--- config.mk ---
export PLATFORM = sky130hd
export DESIGN_NAME = mod_cyc_mapper
export DESIGN_NICKNAME = d
export VERILOG_FILES = /design/src/rtl/mod_cyc_mapper.sv
export SDC_FILE = /design/constraint.sdc
export NUM_CORES = 1
export LEC_CHECK = 0
export CORE_ASPECT_RATIO = 1.1
export CORE_MARGIN = 2
export CORE_UTILIZATION = 40
export DETAILED_ROUTE_END_ITERATION = 8
export PLACE_DENSITY = 0.64
export REMOVE_ABC_BUFFERS = 1
export SLEW_MARGIN = 20
export SYNTH_ARGS = -nofsm -noshare
export SYNTH_HDL_FRONTEND = slang
export SYNTH_SLANG_ARGS = --single-unit
export TNS_END_PERCENT = 1
--- constraint.sdc ---
create_clock -name i_clk -period 1.5 [get_ports i_clk]
set_input_delay 0.225 -clock i_clk [delete_from_list [all_inputs] [get_ports i_clk]]
set_output_delay 0.225 -clock i_clk [all_outputs]
set_load 0.01 [all_outputs]
--- src/rtl/mod_cyc_mapper.sv ---
// mod_cyc_mapper: streaming bit-to-phase mapper for the PUCCH/PUSCH modulation path.
// Serial coded bits are grouped into BPSK, QPSK or pi/2-BPSK symbols. For each symbol
// the block emits a registered phase index in units of 2*pi/CYC_DIV, plus a symbol index.
//
// Ports:
//   i_clk, i_rst_n          clock, synchronous active-low reset
//   i_start, i_mode         flush pulse; modulation latched on i_start
//                           (0 BPSK, 1 QPSK, 2 pi/2-BPSK, 3 reserved = BPSK)
//   i_bit_valid, i_bit      serial bit input
//   o_bit_ready             bit accepted when i_bit_valid && o_bit_ready
//   o_sym_valid, i_sym_ready output symbol handshake
//   o_cyc_part              phase index 0..CYC_DIV-1
//   o_sym_idx               index of the symbol on o_cyc_part, wraps modulo 2^SW
//
// Optional build macro MOD_CYC_SYM_LIMIT_EN adds i_num_sym (symbols per block, latched
// on i_start, 0 means 2^SW) and o_last (flags the final symbol). After the final
// symbol the block refuses bits until the next i_start.
module mod_cyc_mapper #(
  parameter int unsigned CYC_DIV = 24,
  parameter int unsigned PW      = 5,
  parameter int unsigned SW      = 12
) (
  input  logic          i_clk,
  input  logic          i_rst_n,
  input  logic          i_start,
  input  logic [1:0]    i_mode,
  input  logic          i_bit_valid,
  input  logic          i_bit,
  output logic          o_bit_ready,
  output logic          o_sym_valid,
  input  logic          i_sym_ready,
  output logic [PW-1:0] o_cyc_part,
  output logic [SW-1:0] o_sym_idx
`ifdef MOD_CYC_SYM_LIMIT_EN
  ,
  input  logic [SW-1:0] i_num_sym,
  output logic          o_last
`endif
);

  typedef enum logic [1:0] {
    ModeBpsk = 2'd0,
    ModeQpsk = 2'd1,
    ModePi2  = 2'd2,
    ModeRsvd = 2'd3
  } mode_e;

  localparam logic [PW-1:0] LP_Q1  = PW'(CYC_DIV / 8);
  localparam logic [PW-1:0] LP_Q3  = PW'(3 * (CYC_DIV / 8));
  localparam logic [PW-1:0] LP_Q5  = PW'(5 * (CYC_DIV / 8));
  localparam logic [PW-1:0] LP_Q7  = PW'(7 * (CYC_DIV / 8));
  localparam logic [PW-1:0] LP_H   = PW'(CYC_DIV / 4);
  localparam logic [PW:0]   LP_DIV = (PW+1)'(CYC_DIV);

  mode_e         r_mode;
  logic          r_half;     // QPSK first bit held
  logic          r_b0;
  logic [SW-1:0] r_cnt;
  logic          r_sym_valid;
  logic [PW-1:0] r_cyc_part;
  logic [SW-1:0] r_sym_idx;

  logic          w_slot_free;
  logic          w_qpsk;
  logic          w_accept;
  logic          w_complete;
  logic          w_block_open;
  logic [PW-1:0] w_bpsk;
  logic [PW:0]   w_pi2_sum;
  logic [PW:0]   w_pi2_red;
  logic [PW-1:0] w_map;

  assign w_slot_free = !r_sym_valid || i_sym_ready;
  assign w_qpsk      = (r_mode == ModeQpsk);

`ifdef MOD_CYC_SYM_LIMIT_EN
  logic [SW-1:0] r_num_sym;
  logic          r_done;
  logic          r_last;
  logic          w_is_last;

  // i_num_sym == 0 wraps to all ones, i.e. a block of 2^SW symbols.
  assign w_is_last    = (r_cnt == (r_num_sym - SW'(1)));
  assign w_block_open = !r_done;
  assign o_last       = r_last;
`else
  assign w_block_open = 1'b1;
`endif

  // A QPSK first bit only fills the half-symbol register, so it needs no output slot.
  assign o_bit_ready = i_rst_n && !i_start && w_block_open &&
                       (w_slot_free || (w_qpsk && !r_half));
  assign w_accept    = i_bit_valid && o_bit_ready;
  assign w_complete  = w_accept && (!w_qpsk || r_half);

  always_comb begin
    w_bpsk    = i_bit ? LP_Q5 : LP_Q1;
    // Odd symbols of pi/2-BPSK are rotated by a quarter cycle.
    w_pi2_sum = {1'b0, w_bpsk} + (r_cnt[0] ? {1'b0, LP_H} : '0);
    w_pi2_red = w_pi2_sum;
    if (w_pi2_sum >= LP_DIV) begin
      w_pi2_red = w_pi2_sum - LP_DIV;
    end
    w_map = w_bpsk;
    unique case (r_mode)
      ModeQpsk: begin
        unique case ({r_b0, i_bit})
          2'b00:   w_map = LP_Q1;
          2'b01:   w_map = LP_Q7;
          2'b10:   w_map = LP_Q3;
          default: w_map = LP_Q5;
        endcase
      end
      ModePi2:  w_map = w_pi2_red[PW-1:0];
      ModeBpsk: w_map = w_bpsk;
      ModeRsvd: w_map = w_bpsk;
      default:  w_map = w_bpsk;
    endcase
  end

  always_ff @(posedge i_clk) begin
    if (!i_rst_n) begin
      r_mode      <= ModeBpsk;
      r_half      <= 1'b0;
      r_b0        <= 1'b0;
      r_cnt       <= '0;
      r_sym_valid <= 1'b0;
      r_cyc_part  <= '0;
      r_sym_idx   <= '0;
`ifdef MOD_CYC_SYM_LIMIT_EN
      r_num_sym   <= '0;
      r_done      <= 1'b0;
      r_last      <= 1'b0;
`endif
    end else if (i_start) begin
      r_mode      <= mode_e'(i_mode);
      r_half      <= 1'b0;
      r_cnt       <= '0;
      r_sym_valid <= 1'b0;
`ifdef MOD_CYC_SYM_LIMIT_EN
      r_num_sym   <= i_num_sym;
      r_done      <= 1'b0;
      r_last      <= 1'b0;
`endif
    end else begin
      if (w_accept && w_qpsk && !r_half) begin
        r_half <= 1'b1;
        r_b0   <= i_bit;
      end
      if (w_complete) begin
        r_half      <= 1'b0;
        r_sym_valid <= 1'b1;
        r_cyc_part  <= w_map;
        r_sym_idx   <= r_cnt;
        r_cnt       <= r_cnt + SW'(1);
`ifdef MOD_CYC_SYM_LIMIT_EN
        r_last      <= w_is_last;
        r_done      <= w_is_last;
`endif
      end else if (i_sym_ready) begin
        r_sym_valid <= 1'b0;
      end
    end
  end

  assign o_sym_valid = r_sym_valid;
  assign o_cyc_part  = r_cyc_part;
  assign o_sym_idx   = r_sym_idx;

endmodule

==> results list <==
- Including well taps, the total number of placed cells is 277.
* Iteration count of the initial detailed-routing pass: 4
* Flops & latches, synth: 34
* Maximum number of pins on one net before global-route repair: 14
- Along the worst path, the maximum fanout reaches 5.
* Min-Delay Startpoint: o_sym_idx[5]
* Critical Path Source Type: flip-flop
- The startpoint identified for the worst register-to-register timing path is r_mode[1].
- The synthesized netlist occupies a cell area of between 0.0015 and 0.002 mm^2.
* Num Clock Sinks: 34
- The detailed router finished its first iteration with 26 violations.
- For this design, the slowest cell found on the critical path is or4_4.
* Final period utilization: 1.00
- Via density: 5.00
- Routability-driven placement finished with a final weighted congestion of 0.821.
- Across all register-to-register paths, the minimum setup slack is 0.00001 ns.
- The initial antenna violation count came to 0.
- Crit path cell chain: inv_2 -> ha_4 -> nand2b_4 -> nand4_4 -> or4_4 -> a21oi_1
* Setup repair after global routing missed its margin: true
* Worst Max-Slew Pin Slew: approximately 0.28 ns
* Remaining number of nets flagged by the antenna check after routing: 0
- Library cells used by synthesis: 35
- Area taken by flip-flops and latches: 687 um^2
* Worst hold slack: 0.450 ns
- For this run, the slowest stage of the critical path takes 0.50 ns.
* Post-placement worst setup slack: -0.426 ns
- Across the run, the number of max-cap violations was 0.
* Number of buffers created by CTS: 5
- Critical Path AT: 1.72 ns
- Final Util: 0.588
- Max-slew violation count: 0
* Ports: 27
- Core area: 0.00390 mm^2
- Floorplan die area: 0.00451 mm^2
- The library cells used most frequently in the layout, excluding fill and tap cells, are nand2_1, dfxtp_1, clkdlybuf4s50_1.
* Clk pin slew, worst setup/hold paths: 0.07 ns
- Worst-Skew Late Latency: 0.29 ns
- Setup violations remaining at the end of the flow were counted as 0.
- For this run, the top clock speed supported by timing is between 0.6 and 0.7 GHz.
- Mean cell area of the mapped netlist: 8.72 um^2
- Leakage power: 0.000836 uW
- After global routing the overflow that remains totals 0.
* Die outline height: between 70 and 80 um
* Global-route usage over all layers: 0.170
- The floorplan step set the die width to 64.2 um.
* Antenna Cells: 0
- The count of final hold-check violations came to 0.
* Share of cells above drive strength 1: 0.244
- Post-synthesis sequential area ratio: 0.427
* Run status: finished, final reports clean
- The number of global-route vias before repair came to 1,379.
- Worst setup path endpoint: r_cnt[9]
- At the worst endpoint, the required time is 1.72 ns.
- For the final routed database, the setup TNS stands at 0 ns.
- Counting cells, the worst reg-to-reg path comes to 6.
* Kind of path behind the tightest hold check: reg2reg
- Clock tree skew after final layout: approximately 0.0058 ns
- The Yosys step of the flow raised 0 warnings.
- Wires add up to 3.63 mm.
* Most common library cell in the layout ignoring fill and taps: nand2_1
* Kind of critical path: reg2reg
- After filler insertion, the fill cell instance count of the layout stands at 339.
- In this run the number of H-tree levels came out at 2.
- Clock buffer depth: 2
- Starting density of the core: 0.409
* Final setup slack of the worst path: 0.00000977 ns
- The clock period could shrink to 1.50 ns.
- The worst-case IR drop observed on VDD is ~0.53 mV.
* Setup bufs post-CTS: 0
- In this run the power density over the cells is 802 mW/mm^2.
- Drc violations: 0
- STA classifies the critical path endpoint as a flip-flop.
- Relative slew slack: 0.812
- Number of buffer cells added on primary ports: 26
* Hpwl dp: 2.69 mm
- In this run the core area contains 24 standard-cell rows.
- The multi-input combinational cells in the finished layout cover a total of around 940 um^2.
* Detailed-route via count: approximately 1,400
* TritonCTS clock tree: done
- Layout Cells excl Fill: 286
- CTS placed an instance of clkbuf_8 at the clock tree root.
- Nets: 249
- Relative area change from synthesis to final layout: 43.8%
- Worst setup path start: r_mode[1]
- First-pass GRT wire length: roughly 6.0 mm
- Counting every instance in the synthesized netlist gives 183.
- Destination of the worst register-to-register timing path: r_cnt[9]
* Average routed wire per standard cell: 12.7 um
-- power breakdown --
part / leakage, uW / internal (uW) / switching, uW
sequential: 0.000277 / 916 / 9.07
combinational: 0.000512 / 117 / 100
clock: 0.0000472 / 368 / 328
-- cells by family after synthesis --
family / share of synthesized area
buffers and inverters: 0.0471
AND/OR/NAND/NOR: 0.237
AO/OA/AOI/OAI: 0.197
multiplexers: 0.0188
adder cells (fa/ha/maj): 0.0627
XOR/XNOR: 0.0110
flip-flops: 0.427
-- stage by stage --
stage,power (uW),area [um^2]
floorplan,1020,1550
global placement,1130,2080
detailed placement,1140,2080
CTS,1860,2230
global route,1930,2290
finish,1840,2290
-- cell usage after synthesis --
| cell | count | share of area |
|---|---|---|
| o21a_1 | 1 | 0.0047 |
| or3_1 | 6 | 0.024 |
| a21boi_0 | 15 | 0.071 |
| o311ai_0 | 1 | 0.0055 |
| nand4_1 | 2 | 0.0078 |
| nor2_1 | 2 | 0.0047 |
| or4_1 | 3 | 0.014 |
| xnor2_1 | 1 | 0.0055 |
| a21oi_1 | 11 | 0.035 |
| o211ai_1 | 2 | 0.0094 |
| nand3b_1 | 1 | 0.0047 |
| a41o_1 | 1 | 0.0063 |
| nor2b_1 | 3 | 0.012 |
| o31ai_1 | 3 | 0.014 |
| ha_1 | 8 | 0.063 |
| a31oi_1 | 2 | 0.0078 |
| nand2b_1 | 5 | 0.020 |
| and2_1 | 2 | 0.0078 |
| nand4_4 | 1 | 0.013 |
| xor2_1 | 1 | 0.0055 |
| o211a_1 | 1 | 0.0063 |
| nand3_1 | 5 | 0.016 |
| nor2b_4 | 1 | 0.0086 |
| mux2i_1 | 3 | 0.019 |
| inv_1 | 7 | 0.016 |
| and2_0 | 1 | 0.0039 |
| nor3_1 | 1 | 0.0031 |
| clkbuf_1 | 3 | 0.0071 |
| buf_4 | 1 | 0.0047 |
| dfxtp_1 | 34 | 0.43 |
| buf_2 | 6 | 0.019 |
| a221o_1 | 2 | 0.013 |
| o21ai_0 | 8 | 0.025 |
| and4_1 | 2 | 0.011 |
| nand2_1 | 37 | 0.087 |
-- state kept, by name, indices dropped and copies added, names as in the netlist --
name         flops
r_cnt           12
o_cyc_part       5
o_sym_valid      1
r_mode           2
r_b0             1
r_half           1
o_sym_idx       12
-- per-layer routing --
layer | global-route usage | wire, um | part of all wire | vias to the layer above
met2 | 0.317 | 1950 | 0.54 | 27
met4 | 0.0567 | 61 | 0.017 | 0
li1 | - | - | - | 737
met5 | 0 | 0 | 0 | -
met3 | 0.0451 | 139 | 0.038 | 8
met1 | 0.181 | 1490 | 0.41 | 659
-- final cells by class --
| cell class | instances | area share |
|---|---|---|
| clock buffers | 6 | 0.0360 |
| clock inverters | 2 | 0.00546 |
| inverters | 7 | 0.0115 |
| multi-input cells | 133 | 0.409 |
| flip-flops and latches | 34 | 0.300 |
| well taps | 52 | 0.0284 |
| repair buffers | 52 | 0.210 |
-- repair_timing --
item,CTS,global route
gates resized for setup,17,27
hold buffers,0,0
pin swaps,2,11
setup endpoints to repair,22,19
gates cloned,1,0
-- critical path, delay by kind of cell, from the launching register on --
family	cells	cell delay (ns)
and+or+nand+nor	3	0.74
DFF	1	0.33
adders and majority gates	1	0.16
AOI/OAI and AO/OA	1	0.14
buffers and inverters	1	0.05
-- worst min path at each step --
stage	end	cells after the start
final	o_sym_idx[5]	2
after detailed placement	o_sym_idx[11]	2
after floorplan	o_cyc_part[0]	1
after global routing	o_cyc_part[3]	2
after global placement	o_sym_idx[6]	2
after CTS	o_sym_idx[11]	2
Power figures use the tool's default switching activity.
